--- config.mk ---
export PLATFORM = sky130hd
export DESIGN_NAME = dcache_stage
export DESIGN_NICKNAME = d
export VERILOG_FILES = /design/src/rtl/dcache_stage.sv
export SDC_FILE = /design/constraint.sdc
export NUM_CORES = 1
export LEC_CHECK = 0
export ABC_AREA = 1
export CORE_MARGIN = 2
export CORE_UTILIZATION = 55
export CTS_CLUSTER_DIAMETER = 30
export DETAILED_ROUTE_END_ITERATION = 8
export PLACE_DENSITY_LB_ADDON = 0.1
export SETUP_SLACK_MARGIN = 0.02
export SYNTH_ARGS = -nofsm -noshare
export SYNTH_HDL_FRONTEND = slang
export SYNTH_SLANG_ARGS = --single-unit
--- constraint.sdc ---
create_clock -name clk -period 9.7 [get_ports clk]
set_input_delay 2.91 -clock clk [delete_from_list [all_inputs] [get_ports clk]]
set_output_delay 2.91 -clock clk [all_outputs]
set_load 0.05 [all_outputs]
--- src/rtl/dcache_stage.sv ---
// dcache_stage: direct-mapped write-back write-allocate data cache stage.
// Ports: clk/reset, enable_cache, tlb_result/dataReg/ldSt_enable request,
//   destReg_addr/we/bp pass-through, cache_result, stall, line-wide memory
//   port (mem_req/mem_we/mem_addr/mem_wdata/mem_rdata/mem_ready).
//   Optional DCACHE_STATS_EN adds hit_count/miss_count.
module dcache_stage #(
  parameter int NUM_LINES      = 4,
  parameter int WORDS_PER_LINE = 8
) (
  input  logic                         clk,
  input  logic                         reset,
  input  logic                         enable_cache,
  input  logic [15:0]                  tlb_result,
  input  logic [15:0]                  dataReg,
  input  logic [1:0]                   ldSt_enable,
  input  logic [2:0]                   destReg_addr_input,
  input  logic                         we_input,
  input  logic [1:0]                   bp_input,
  output logic [15:0]                  cache_result,
  output logic [2:0]                   destReg_addr_output,
  output logic                         we_output,
  output logic [1:0]                   bp_output,
  output logic                         stall,
  output logic                         mem_req,
  output logic                         mem_we,
  output logic [15:0]                  mem_addr,
  output logic [16*WORDS_PER_LINE-1:0] mem_wdata,
  input  logic [16*WORDS_PER_LINE-1:0] mem_rdata,
  input  logic                         mem_ready
`ifdef DCACHE_STATS_EN
  ,
  output logic [15:0]                  hit_count,
  output logic [15:0]                  miss_count
`endif
);

  localparam int OB = $clog2(WORDS_PER_LINE);
  localparam int IB = $clog2(NUM_LINES);
  localparam int TB = 16 - 1 - OB - IB;
  localparam int LW = 16 * WORDS_PER_LINE;

  typedef enum logic [1:0] {
    IDLE,
    EVICT,
    FILL
  } state_t;

  state_t state, nextState;

  logic [LW-1:0]        dataArr [NUM_LINES];
  logic [TB-1:0]        tagArr  [NUM_LINES];
  logic [NUM_LINES-1:0] validArr;
  logic [NUM_LINES-1:0] dirtyArr;

  logic [OB-1:0] reqOff;
  logic [IB-1:0] reqIdx;
  logic [TB-1:0] reqTag;
  logic          isLoad, isStore, memOp;
  logic          hit, missDet, regUpdate, fillDone;
  logic [15:0]   hitWord;

  assign reqOff  = tlb_result[OB:1];
  assign reqIdx  = tlb_result[OB+IB:OB+1];
  assign reqTag  = tlb_result[15:OB+IB+1];
  assign isLoad  = (ldSt_enable == 2'b01);
  assign isStore = (ldSt_enable == 2'b10);
  assign memOp   = isLoad | isStore;

  assign hit     = validArr[reqIdx] && (tagArr[reqIdx] == reqTag);
  assign missDet = (state == IDLE) && memOp && !hit;
  assign stall   = (state != IDLE) || missDet;
  assign hitWord = dataArr[reqIdx][{reqOff, 4'b0000} +: 16];

  // Not stalling implies IDLE with either no memory op or a hit.
  assign regUpdate = enable_cache && !stall;
  assign fillDone  = (state == FILL) && mem_ready;

  always_ff @(posedge clk) begin
    if (reset) state <= IDLE;
    else       state <= nextState;
  end

  // Memory outputs depend only on state and the held request,
  // so they stay stable for the whole transaction.
  always_comb begin
    nextState = state;
    mem_req   = 1'b0;
    mem_we    = 1'b0;
    mem_addr  = '0;
    mem_wdata = '0;
    unique case (state)
      IDLE: begin
        if (missDet) begin
          if (validArr[reqIdx] && dirtyArr[reqIdx]) nextState = EVICT;
          else                                      nextState = FILL;
        end
      end
      EVICT: begin
        mem_req   = 1'b1;
        mem_we    = 1'b1;
        mem_addr  = {tagArr[reqIdx], reqIdx, {(OB+1){1'b0}}};
        mem_wdata = dataArr[reqIdx];
        if (mem_ready) nextState = FILL;
      end
      FILL: begin
        mem_req  = 1'b1;
        mem_addr = {reqTag, reqIdx, {(OB+1){1'b0}}};
        if (mem_ready) nextState = IDLE;
      end
      default: nextState = IDLE;
    endcase
  end

  always_ff @(posedge clk) begin
    if (reset) begin
      validArr <= '0;
      dirtyArr <= '0;
    end else if (fillDone) begin
      dataArr[reqIdx]  <= mem_rdata;
      tagArr[reqIdx]   <= reqTag;
      validArr[reqIdx] <= 1'b1;
      dirtyArr[reqIdx] <= 1'b0;
    end else if (regUpdate && isStore) begin
      dataArr[reqIdx][{reqOff, 4'b0000} +: 16] <= dataReg;
      dirtyArr[reqIdx] <= 1'b1;
    end
  end

  always_ff @(posedge clk) begin
    if (reset) begin
      cache_result        <= '0;
      destReg_addr_output <= '0;
      we_output           <= 1'b0;
      bp_output           <= '0;
    end else if (enable_cache) begin
      if (stall) begin
        destReg_addr_output <= '0;
        we_output           <= 1'b0;
        bp_output           <= '0;
      end else begin
        cache_result        <= isLoad ? hitWord : tlb_result;
        destReg_addr_output <= destReg_addr_input;
        we_output           <= we_input;
        bp_output           <= bp_input;
      end
    end
  end

`ifdef DCACHE_STATS_EN
  // refill marks the re-lookup after a fill so it is not counted as a hit.
  logic refill;

  always_ff @(posedge clk) begin
    if (reset) begin
      refill     <= 1'b0;
      hit_count  <= '0;
      miss_count <= '0;
    end else begin
      if (fillDone)       refill <= 1'b1;
      else if (regUpdate) refill <= 1'b0;
      if (missDet && miss_count != 16'hFFFF)
        miss_count <= miss_count + 16'd1;
      if (regUpdate && memOp && !refill && hit_count != 16'hFFFF)
        hit_count <= hit_count + 16'd1;
    end
  end
`endif

endmodule

* Yosys cells after proc, flatten, opt, wreduce, memory -nomap -nowiden
Memory sizes are Yosys's and may differ from the RTL's. Cells that the tools add are included.
Operators by class: equality and inequality tests 8, bitwise operators 134, mux-type cells 156, reductions and logical operators 17, order comparisons 2, $add $sub $neg 1, shift operators 3
Operators with widths (count):
- 128-bit two-way mux | 2
- 1-bit two-way mux | 140
- 1-bit OR | 129
- 16-bit by 9-bit variable shift with 128-bit output (first input constant) | 1
- 128-bit by 8-bit variable part select with 16-bit output | 1
- 16-bit by 9-bit variable part select with 128-bit output | 1
- 16-bit case mux with 2 select lines | 1
- 16-bit two-way mux | 1
- 10-bit equality test | 1
- 2-bit two-way mux | 5
- 7-bit negator with 9-bit output | 1
- 1-bit logical AND | 8
- 4-bit two-way mux | 2
- 4-bit OR | 2
- 2-bit != test (second input constant) | 3
- 2-bit case mux with 3 select lines | 1
- 4-bit AND | 1
- 1-bit binary-select mux with 2-bit select | 2
- 2-bit by 1-bit equality test with 1-bit output (second input constant) | 2
- 2-bit equality test (second input constant) | 2
- 4-bit NOT | 1
- 2-bit nonzero test | 2
- 2-bit by 3-bit less-than comparator with 1-bit output (second input constant) | 1
- 3-bit two-way mux | 1
- other kinds (9) | 10
Word-level totals: bits in registers 32, word-level logic and storage cells 330, memories 2, memory bits (writable) 552, output and inout port bits 169, bits of input ports 172
Memory list:
- dataArr | depth 4, width 128, rd ports 1, clocked after Yosys merged registers in 0, write ports 1, RTL line 50 | logic [LW-1:0] dataArr [NUM_LINES];
- tagArr | depth 4, width 10, rd ports 1, clocked after Yosys merged registers in 0, write ports 1, RTL line 51 | logic [TB-1:0] tagArr [NUM_LINES];

* Longest topological paths before layout
word-level depth 14, mapped depth 20

* Worst setup path after synthesis
OpenSTA, ideal clock, no wires.
kind input to output, start input port tlb_result[4], end output port mem_wdata[114], path slack 1.994 ns, stages on the path 6, data required time 6.790 ns, data arrival time 4.796 ns, path through buf_4 nor2_2 clkbuf_1 clkbuf_1 nand2_1 a31oi_1
On the way: word-level cells in the longest chain between the ends 2
Ends and longest elaborated chain:
- from (decl) | RTL line 13 | input logic [15:0] tlb_result,
- memory 4 x 128 bit
- 128-bit two-way mux | RTL line 91 | unique case (state)
- to (decl) | RTL line 27 | output logic [16*WORDS_PER_LINE-1:0] mem_wdata,
No other way between the ends.

* Worst setup path in the final report
start input port tlb_result[5], end output port mem_wdata[48]
The elaborated chain is that of the path after synthesis.

==> summary.txt <==
Run status
  – Status: finished, final reports clean

Power and ir drop
  – Sequential power share: 0.341
  – Sw Pwr: 0.002393 W
  – Switching Fraction: 0.2832
  – Clock Power Share: 0.484
  – Comb pwr share: 0.174
  – VDD IR max: 0.0001529 V
  – Leakage power total: 12.40 nW
  – P_int: 0.006058 W
  – PD cells: 246.9 nW/µm²

STA
  – Setup Skew: 0.03812 ns
  – Final hold viol count: 0
  – Tightest Pin Transition: 1.248 ns
  – Period utilization: 0.9315
  – # setup viols final: 0
  – Fmax: 0.1107 GHz
  – Relative slew margins: 0.1651
  – Min Tclk post-route: 9.035 ns
  – WHS: 0.4607 ns
  – RSZ-0062 raised after global routing: no
  – Sum Neg Setup Slack: 0 ns
  – Final Max Tran Viols: 0

Synth
  – Sequential element share of the synthesized area: 0.6751
  – Synth warnings: 0
  – Synthesized area: 25500 µm²
  – Avg Cell Area, Syn: 11.06 µm²
  – Post-synth cell types: 36
  – Yosys reg bits: 584
  – Syn Inst Count: 2305

Detailed routing
  – Final WL: 94250 µm
  – Met3 wire length: 12680 µm
  – Via count: 22.00k
  – First-pass DRT Iterations: 7
  – Routed wire per std cell: 28.08 µm
  – DR DRC count: 0
  – Vias per cell: 6.554
  – Post-DRT Antenna Nets: 0
  – Wl on met1: 31970 µm
  – Routed wl met2: 43140 µm
  – Initial drt markers: 3584
  – Highest metal used: met4

Global route
  – Overflow after GRT: 0
  – Largest net degree at the start of global routing: 70
  – Global-route wire length before repair: 134400 µm
  – Initial antenna violation count: 2
  – Vias in the first global route: 21.05k
  – Gr usage total: 0.3902

Final layout
  – Final nets: 2837
  – Layout cells sized above 1: 0.1471
  – Final instance area: 34220 µm²
  – Final Core Density: 0.7509
  – Area grow syn2layout: 34.20%

Clock network
  – Worst-skew pair later-pin latency: 0.66 ns
  – CTS buffer count: 110
  – Hold-fix buffers, CTS: 0
  – Root buffer cell: clkbuf_16
  – Clk buf depth: 3
  – Clock transition at the registers of the reported paths: 0.05 ns
  – Post-CTS Repair Setup Buffers: 0
  – CTS tree: done
  – H-Tree Depth: 3
  – CTS resizes: 0
  – CTS sink cnt: 584

Place
  – IO buf count: 336
  – Detailed placement HPWL: 59640 µm
  – Dpl cell area: 30190 µm²
  – Routability-driven placement congestion ratio: 0.9599

Die
  – Io pins: 341
  – Die Wd: 219.3 µm
  – Die extent in y: 219.3 µm
  – Core ar.: 45580 µm²
  – # rows: 78
  – Die area: 48110 µm²
  – Initial Utilization: 0.5595

Worst setup path
  – Critical path capture point type: primary output
  – Crit Path Class: in2out
  – CP Max Fanout: 35
  – Req. time, crit path: 6.79 ns
  – Arrival @ worst endpoint: 6.13 ns
  – Worst Setup Start Kind: primary input

Job
  – Max cap viols: 0

Worst hold path
  – Worst hold path type: reg2reg
-- logic make-up (layout without fill, tap and decap cells) --
family	count (synthesis)	count (layout)	share of synthesized area
AND/OR/NAND/NOR	1081	1081	0.1847
flip-flops	584	584	0.6751
AO/OA/AOI/OAI	402	402	0.09881
buffers and inverters	230	676	0.03778
adder cells (fa/ha/maj)	7	7	0.003434
other	1	7	0.0001470
-- final timing paths --
path / startpoint / endpoint / slack [ns] / depth (start not counted)
worst min-delay path: flip-flop / flip-flop / 0.46 / 2
worst max register to register: tagArr[3][8] / dataArr[2][60] / 5.91 / 15
worst min register to register: flip-flop / flip-flop / 0.46 / 2
worst max-delay path: tlb_result[5] / mem_wdata[48] / 0.66 / 8
-- cells in the mapped netlist --
master / instances / area (µm²)
nand2_1: 689 / 2586
clkinv_1: 4 / 15.01
dfxtp_1: 32 / 640.6
a21oi_1: 90 / 450.4
buf_2: 30 / 150.1
nand3b_1: 8 / 60.06
nor3_1: 9 / 45.04
and3_1: 1 / 6.260
nand2_2: 1 / 6.260
o211ai_1: 1 / 7.510
nand3_2: 7 / 70.07
a21o_1: 1 / 7.510
nor4_1: 1 / 6.260
nor3_2: 1 / 10.01
buf_6: 1 / 11.26
clkbuf_1: 103 / 386.6
ha_1: 7 / 87.58
clkbuf_2: 14 / 70.07
buf_1: 18 / 67.56
buf_4: 10 / 75.07
nor2_2: 3 / 18.77
conb_1: 1 / 3.750
edfxtp_1: 552 / 16580
and2_1: 1 / 6.260
inv_2: 2 / 7.510
nand4_1: 116 / 725.7
o22ai_1: 4 / 25.02
o21ai_1: 1 / 5.000
inv_1: 48 / 180.2
a211oi_1: 6 / 45.04
a31oi_1: 128 / 800.8
o21ai_0: 42 / 210.2
o31ai_1: 1 / 7.510
nor2_1: 41 / 153.9
nand3_1: 203 / 1016
a22oi_1: 128 / 960.9
-- through the flow --
stage / power, W / cells / setup WS [ns]
floorplan: 0.003717 / 2308 / 1.994
detailed placement: 0.004367 / 3146 / 0.8225
finish: 0.008451 / 3357 / 0.6649
global route: 0.008615 / 3356 / 0.4455
CTS: 0.008412 / 3354 / 0.7978
global placement: 0.004355 / 3146 / 0.8242
-- cells in the final DEF (no fill, tap or decap), types with 4 or more instances in the layout --
cell | Yosys | routed
nand2_1 | 689 | 689
o22ai_1 | 4 | 4
buf_12 | 0 | 79
clkinv_2 | 0 | 14
clkinv_1 | 4 | 11
clkbuf_1 | 103 | 10
bufinv_16 | 0 | 23
clkdlybuf4s50_1 | 0 | 220
nand3_1 | 203 | 203
inv_1 | 48 | 45
a21oi_1 | 90 | 90
nand3b_1 | 8 | 8
dfxtp_1 | 32 | 32
clkinv_4 | 0 | 10
a211oi_1 | 6 | 6
buf_4 | 10 | 114
nor3_1 | 9 | 7
a31oi_1 | 128 | 128
a22oi_1 | 128 | 128
conb_1 | 1 | 4
nand3_2 | 7 | 7
o21ai_0 | 42 | 42
nand4_1 | 116 | 116
nor2_1 | 41 | 41
clkbuf_16 | 0 | 112
inv_6 | 0 | 12
ha_1 | 7 | 7
edfxtp_1 | 552 | 552
clkinvlp_4 | 0 | 14
-- registers in the layout, summed over array words and instances, names as in the netlist, named ones only --
register	count
cache_result	16
we_output	1
bp_output	2
tagArr	40
destReg_addr_output	3
state	2
validArr	4
dataArr	512
-- critical path, stage by stage --
cell and delay, ns:
clkdlybuf4s50_1 0.84, inv_1 0.42, nor2_4 0.22, buf_4 0.29
buf_4 0.49, nand2_1 0.15, a31oi_1 0.48, buf_4 0.29
-- power by group through the flow --
stage	clock [W]	combinational (W)	sequential [W]
floorplan	0	0.000748	0.00297
global placement	0	0.00143	0.00292
detailed placement	0	0.00144	0.00293
CTS	0.00408	0.00145	0.00288
global route	0.00421	0.00152	0.00289
finish	0.00409	0.00147	0.00288
-- cell type report --
class | instances | area, µm²
fill | 2958 | 11350
antenna | 3 | 7.507
sequential | 584 | 17220
timing repair buffer | 414 | 4644
clock buffer | 123 | 2854
multi-input combinational | 1494 | 7366
tap | 600 | 750.7
inverter | 54 | 210.2
clock inverter | 85 | 1174
-- routing by layer --
layer | up-vias | global-route usage
li1 | 9263 | -
met5 | - | 0
met4 | 0 | 0.2516
met3 | 362 | 0.09660
met1 | 10460 | 0.4978
met2 | 1916 | 0.5980
Note: power is estimated with default switching activity, not from simulation.
